File: config.mk
export PLATFORM = sky130hd
export DESIGN_NAME = param_load_sequencer
export DESIGN_NICKNAME = d
export VERILOG_FILES = /design/src/rtl/param_load_sequencer.sv
export SDC_FILE = /design/constraint.sdc
export NUM_CORES = 1
export LEC_CHECK = 0
export ABC_CLOCK_PERIOD_IN_PS = 1600
export CORE_ASPECT_RATIO = 1.25
export CORE_MARGIN = 2
export CORE_UTILIZATION = 40
export DETAILED_ROUTE_END_ITERATION = 8
export GPL_TIMING_DRIVEN = 1
export PLACE_DENSITY = 0.79
export SLEW_MARGIN = 20
export SYNTH_ARGS = -nofsm -noshare
export SYNTH_HDL_FRONTEND = slang
export SYNTH_SLANG_ARGS = --single-unit
File: constraint.sdc
create_clock -name clk -period 1.6 [get_ports clk]
set_input_delay 0.16 -clock clk [delete_from_list [all_inputs] [get_ports clk]]
set_output_delay 0.16 -clock clk [all_outputs]
set_load 0.01 [all_outputs]
File: src/rtl/param_load_sequencer.sv
// Byte-serial parameter load sequencer: turns host byte strobes into addressed
// single-cycle writes into the parameter bank and holds the network off meanwhile.
module param_load_sequencer #(
   parameter int NUM_PARAMS = 8,
   parameter int DATA_W     = 8,
   parameter int ADDR_W     = 3
) (
   input  logic              clk,
   input  logic              rst,
   input  logic              enable,
   input  logic              load_params,
   input  logic              data_valid,
   input  logic [DATA_W-1:0] data_in,
   output logic              param_wr_en,
   output logic [ADDR_W-1:0] param_addr,
   output logic [DATA_W-1:0] param_wr_data,
   output logic              network_hold,
   output logic              busy,
   output logic              done,
   output logic              abort_err
);

   typedef enum logic [1:0] {
      IDLE = 2'd0,
      LOAD = 2'd1,
      DONE = 2'd2
   } state_t;

   localparam logic [ADDR_W-1:0] LAST_ADDR = ADDR_W'(NUM_PARAMS - 1);

   state_t            state;
   logic [ADDR_W-1:0] count;

   always_ff @(posedge clk or posedge rst) begin
      if (rst) begin
         state         <= IDLE;
         count         <= '0;
         param_wr_en   <= 1'b0;
         param_addr    <= '0;
         param_wr_data <= '0;
         network_hold  <= 1'b0;
         busy          <= 1'b0;
         done          <= 1'b0;
         abort_err     <= 1'b0;
      end else begin
         // The write pulse is single-cycle and never survives a frozen cycle.
         param_wr_en <= 1'b0;
         if (enable) begin
            case (state)
               IDLE: begin
                  if (load_params) begin
                     state        <= LOAD;
                     count        <= '0;
                     network_hold <= 1'b1;
                     busy         <= 1'b1;
                     done         <= 1'b0;
                     abort_err    <= 1'b0;
                  end
               end
               LOAD: begin
                  if (!load_params) begin
                     state        <= IDLE;
                     network_hold <= 1'b0;
                     busy         <= 1'b0;
                     abort_err    <= 1'b1;
                  end else if (data_valid) begin
                     param_wr_en   <= 1'b1;
                     param_addr    <= count;
                     param_wr_data <= data_in;
                     // Saturate at the last address so the counter never wraps.
                     if (count == LAST_ADDR) begin
                        state <= DONE;
                        busy  <= 1'b0;
                        done  <= 1'b1;
                     end else begin
                        count <= count + ADDR_W'(1);
                     end
                  end
               end
               DONE: begin
                  if (!load_params) begin
                     state        <= IDLE;
                     done         <= 1'b0;
                     network_hold <= 1'b0;
                  end
               end
               default: begin
                  state <= IDLE;
               end
            endcase
         end
      end
   end

endmodule

Word-level counts from Yosys, hierarchy flattened:

Index checks and enable logic that the tools add are counted.

* reduce and logical (&&, ||, !) cells: 12
* add/sub/neg operators: 1
* multipliers: 0
* shift operators: 0
* multiplexer cells: 29
* divide/modulo/power cells: 0
* magnitude comparators: 0
* equal/unequal tests: 13
* bitwise gates (word level): 0

Operators by type and width (count)
* $ne 2x2->1 const B: 8
* $mux 1: 14
* $mux 3: 4
* $reduce_and 4->1: 3
* $mux 2: 5
* $reduce_and 5->1: 2
* $reduce_and 7->1: 1
* $ne 3x3->1 const B: 2
* $pmux 1 s2: 3
* $pmux 2 s3: 1
* $pmux 3 s2: 1
* $reduce_and 6->1: 1
* $reduce_bool 2->1: 2
* $add 3x1->3 const B: 1
* $eq 3x3->1 const B: 1
* $pmux 1 s3: 1
* $reduce_bool 3->1: 1
* $eq 2x1->1 const B: 1
* $eq 2x2->1 const B: 1
* $logic_not 2->1: 1
* $reduce_or 2->1: 1

* register bits: 21
* bits in latches: 0
* bits in writable memories: 0
* bits of input ports: 13
* memories kept: 0
* memory bits (read-only): 0

Logic depth before layout (Yosys ltp):

* depth after elaboration: 5
* gate-level depth with buffers: 6

Worst setup path after synthesis:

No wires, ideal clock.

* path type: flip-flop to flip-flop
* start: reg count[0]
* end: reg count[0]
* cell stages (with the launch flop): 6
* period minus slack after synthesis: 1614 ps
* data arrival time: 1486 ps
* path slack: -14 ps
* buffers on the path: 0
* library setup time: 128 ps
* data required time: 1472 ps
* cells stage by stage: dfrtp_1 ha_1 ha_1 nand3b_2 a21oi_4 mux2_1

* longest elaborated chain between the ends: 5
* elaborated cells on any way between the ends: 8
* those cells by class: add/sub: 1; eq/ne: 2; mux: 4; reduce/logical: 1

RTL lines
* start, declared: line 32 `logic [ADDR_W-1:0] count;`
* start signal, assigned: line 76 `count <= count + ADDR_W'(1);`
* $add 3x1->3: line 76
* $mux 3: line 71 `if (count == LAST_ADDR) begin`
* $mux 3: line 66 `end else if (data_valid) begin`
* $mux 3: line 61 `if (!load_params) begin`
* $pmux 3 s2: line 49 `case (state)`

Parallel ways exist; a longest one is shown, timed or not. The select of a mux whose other input is x is not followed.
A chain may end at the register's enable or synchronous reset.

Worst setup path in the final report:

* start: reg count[1]
* end: reg state[0]

* longest elaborated chain between the ends: 3

RTL lines
* $eq 3x3->1: line 71
* $ne 3x3->1 (no source line)
* $reduce_and 5->1 (no source line)
* end signal, assigned: line 72 `state <= DONE;`
* end signal, assigned: line 82 `state <= IDLE;`
* end signal, assigned: line 88 `state <= IDLE;`
* end, declared: line 31 `state_t state;`

No other way between the ends.

==> impl_metrics.ini <==
[sta]
min_period_over_period_pct = 98.6
drv_slew = 0
rsz0062_at_grt = yes
fmax_mhz = 634
fin_ws_ns = 0.0223
hold_viol = 0
finalCriticalPeriod_ns = 1.58
setup_violations = 0
maxSlewHeadroom_pct = 78.0
fin_skew_ns = 0.00348
tightest_slew_ns = 0.328

[setup_path]
critPathKind = flip-flop to flip-flop
critPathCaptureType = flip-flop
rr_startpoint = count[1]
critPathMaxFanout = 3
critical_path.startpoint = count[1]
critPathArrivalTime_ns = 1.77
required_ns = 1.79
setup.worst_path.start_class = flip-flop

[placed_design]
place_area_um2 = 1490
dp_hpwl_mm = 1.62
port_buffers = 28
gp_congestion = 0.856
placed_cells = 159
dp_slack_ns = -0.0705

[logic_synthesis]
ys.warnings.count = 0
synth_cell_types = 31
synth_seq_cells = 21
synthTopCellsByCount = 21 x dfrtp_1, 10 x inv_1, 7 x nand2_1, 6 x ha_1, 6 x mux2_4
synth_top_area_share_pct = 47.9
synthAdderAreaFrac_pct = 6.84
synth-xor-area-share_pct = 0
synth_fp_nets = 107
synth-simple-area-share_pct = 10.8
syn_inst = 88
syn_area_per_cell_um2 = 12.5
synth_top_area_cell = dfrtp_1
synthFlopType = dfrtp_1
synth_area_leaders = dfrtp_1 48%, mux2_4 8.2%, ha_1 6.8%, mux2_2 4.1%, inv_1 3.4%
synth_top_family_by_area = multiplexers
async_flop_share_pct = 100
muxShareOfSynthArea_pct = 15.2
netlist_area_um2 = 1100
ys_seq_area_share_pct = 47.9
synth_compound_area_share_pct = 12.3
synth_edf_count = 0
synth_most_common_cell = dfrtp_1

[layout]
multiInputGateArea_um2 = 554
nNetsFinal = 150
areaGrowthSynthToFinish_pct = 44.6
instances_no_fill = 164
n_antenna_cell = 0
regArea_um2 = 527
final_area_um2 = 1590
fill_cells = 226
drive_above_1_share_pct = 30.8
post-route-util_pct = 59.8

[die]
num_rows = 21
dieArea_um2 = 3180
core_area_um2 = 2650
pin_count = 29
fp.dieH_um = 62.6
start_util_pct = 41.3
die_w_um = 50.8

[grt]
grt.busiest_layer = met2
grt_pass1_vias = 873
grt_pass1_wl_mm = 3.72
grt_max_degree = 22
grt.overflow.total = 0
grt.met2_usage_pct = 25.8
grt_antenna_before_repair = 0
met3_usage_pct = 4.31
grt_usage_pct = 15.4
met1_usage_pct = 18.1

[power_and_ir_drop]
power.total_w = 0.00262
peakVddDrop_mv = 0.927
p_per_area_nw_per_um2 = 1650
leakagePower_nw = 0.744

[clocking]
cts_tree = done
clkSinkCount = 21
clk_latency_ns = 0.29
htreeDepth = 1
clkTransAtPathRegs_ns = 0.12
holdBufCountCts = 0
cts_buffer_depth = 2
cts_buffers = 3
root_buffer = clkbuf_4

[route]
ant_nets = 0
num_vias = 812
vias_per_cell = 4.95
first_iter_violations = 9
drt-total-wl_mm = 2.19
wl_per_cell_um = 13.3
drc = 0
drt-pass1-iter-count = 4

[run_status]
outcome = finished, final reports clean

[worst_hold_path]
hold_class = primary input to async pin

[flow_run]
maxCapViolCount = 0
-- what timing repair did --
item	4_1_cts	5_1_grt
pin swaps	2	2
setup buffers	0	1
setup endpoints to repair	5	6
gates resized for setup	3	8
gates cloned	0	0
-- kinds of logic after synthesis --
logic type	count (synthesis)
buf+inv	14
flops	21
mux	13
simple gates	18
fa+ha+maj	6
compound gates	16
-- cell type report --
type / count / area share, %
clock buffers: 3 / 1.42
well taps: 34 / 2.68
repair buffers: 42 / 25.1
inverters: 10 / 2.37
clock inverters: 1 / 0.315
flip-flops and latches: 21 / 33.2
multi-input cells: 53 / 34.9
-- worst paths after layout --
path	endpoint	slack, ns	depth (start not counted)
min reg2reg	param_addr[1]	0.51	2
max reg2reg	state[0]	0.02	5
max	state[0]	0.02	5
min in group clk	param_wr_data[2]	0.47	2
max in group asynchronous	state[0]	1.20	3
min	param_wr_data[6]	0.17	3
-- flip-flops by register name, summed over array words and instances, names as in the netlist, 2 cells and up --
signal         cells
count              3
param_addr         3
param_wr_data      8
state              2
-- layout by cell type, fill, tap and decap left out, types with 2 or more instances in the layout --
| master | netlist | routed |
|---|---|---|
| mux2_4 | 6 | 6 |
| nor2b_1 | 2 | 2 |
| inv_1 | 10 | 10 |
| mux2_2 | 4 | 4 |
| ha_2 | 0 | 2 |
| mux2i_1 | 2 | 2 |
| ha_1 | 6 | 2 |
| o21ai_0 | 4 | 4 |
| buf_4 | 0 | 13 |
| o2111ai_1 | 2 | 2 |
| clkbuf_4 | 0 | 3 |
| clkdlybuf4s50_1 | 0 | 28 |
| dfrtp_1 | 21 | 20 |
| nand2_1 | 7 | 7 |
| ha_4 | 0 | 2 |
-- critical path, stage by stage (launching register included) --
cell and delay, ns:
dfrtp_1 0.41, ha_2 0.21, ha_4 0.16, and2_4 0.17
o2111ai_4 0.21, mux2_4 0.32
-- through the flow --
step           setup TNS [ns]  hold slack, ns
5_1_grt               -0.0280           0.208
6_report                    0           0.172
4_1_cts                     0           0.171
2_1_floorplan               0           0.137
3_5_place_dp           -0.125           0.479
3_3_place_gp          -0.0350           0.478
-- routing by layer --
layer  up-vias  wire length (µm)
met5         -                 0
met1       391               914
met4         0                34
met3         4               129
li1        392                 -
met2        25              1110
-- power by group --
part	switching, W	total [W]	internal (W)
registers	0.000147	0.000913	0.000766
clock network	0.000156	0.000249	0.0000930
logic	0.000590	0.00146	0.000870
Note: power is estimated with default switching activity, not from simulation.
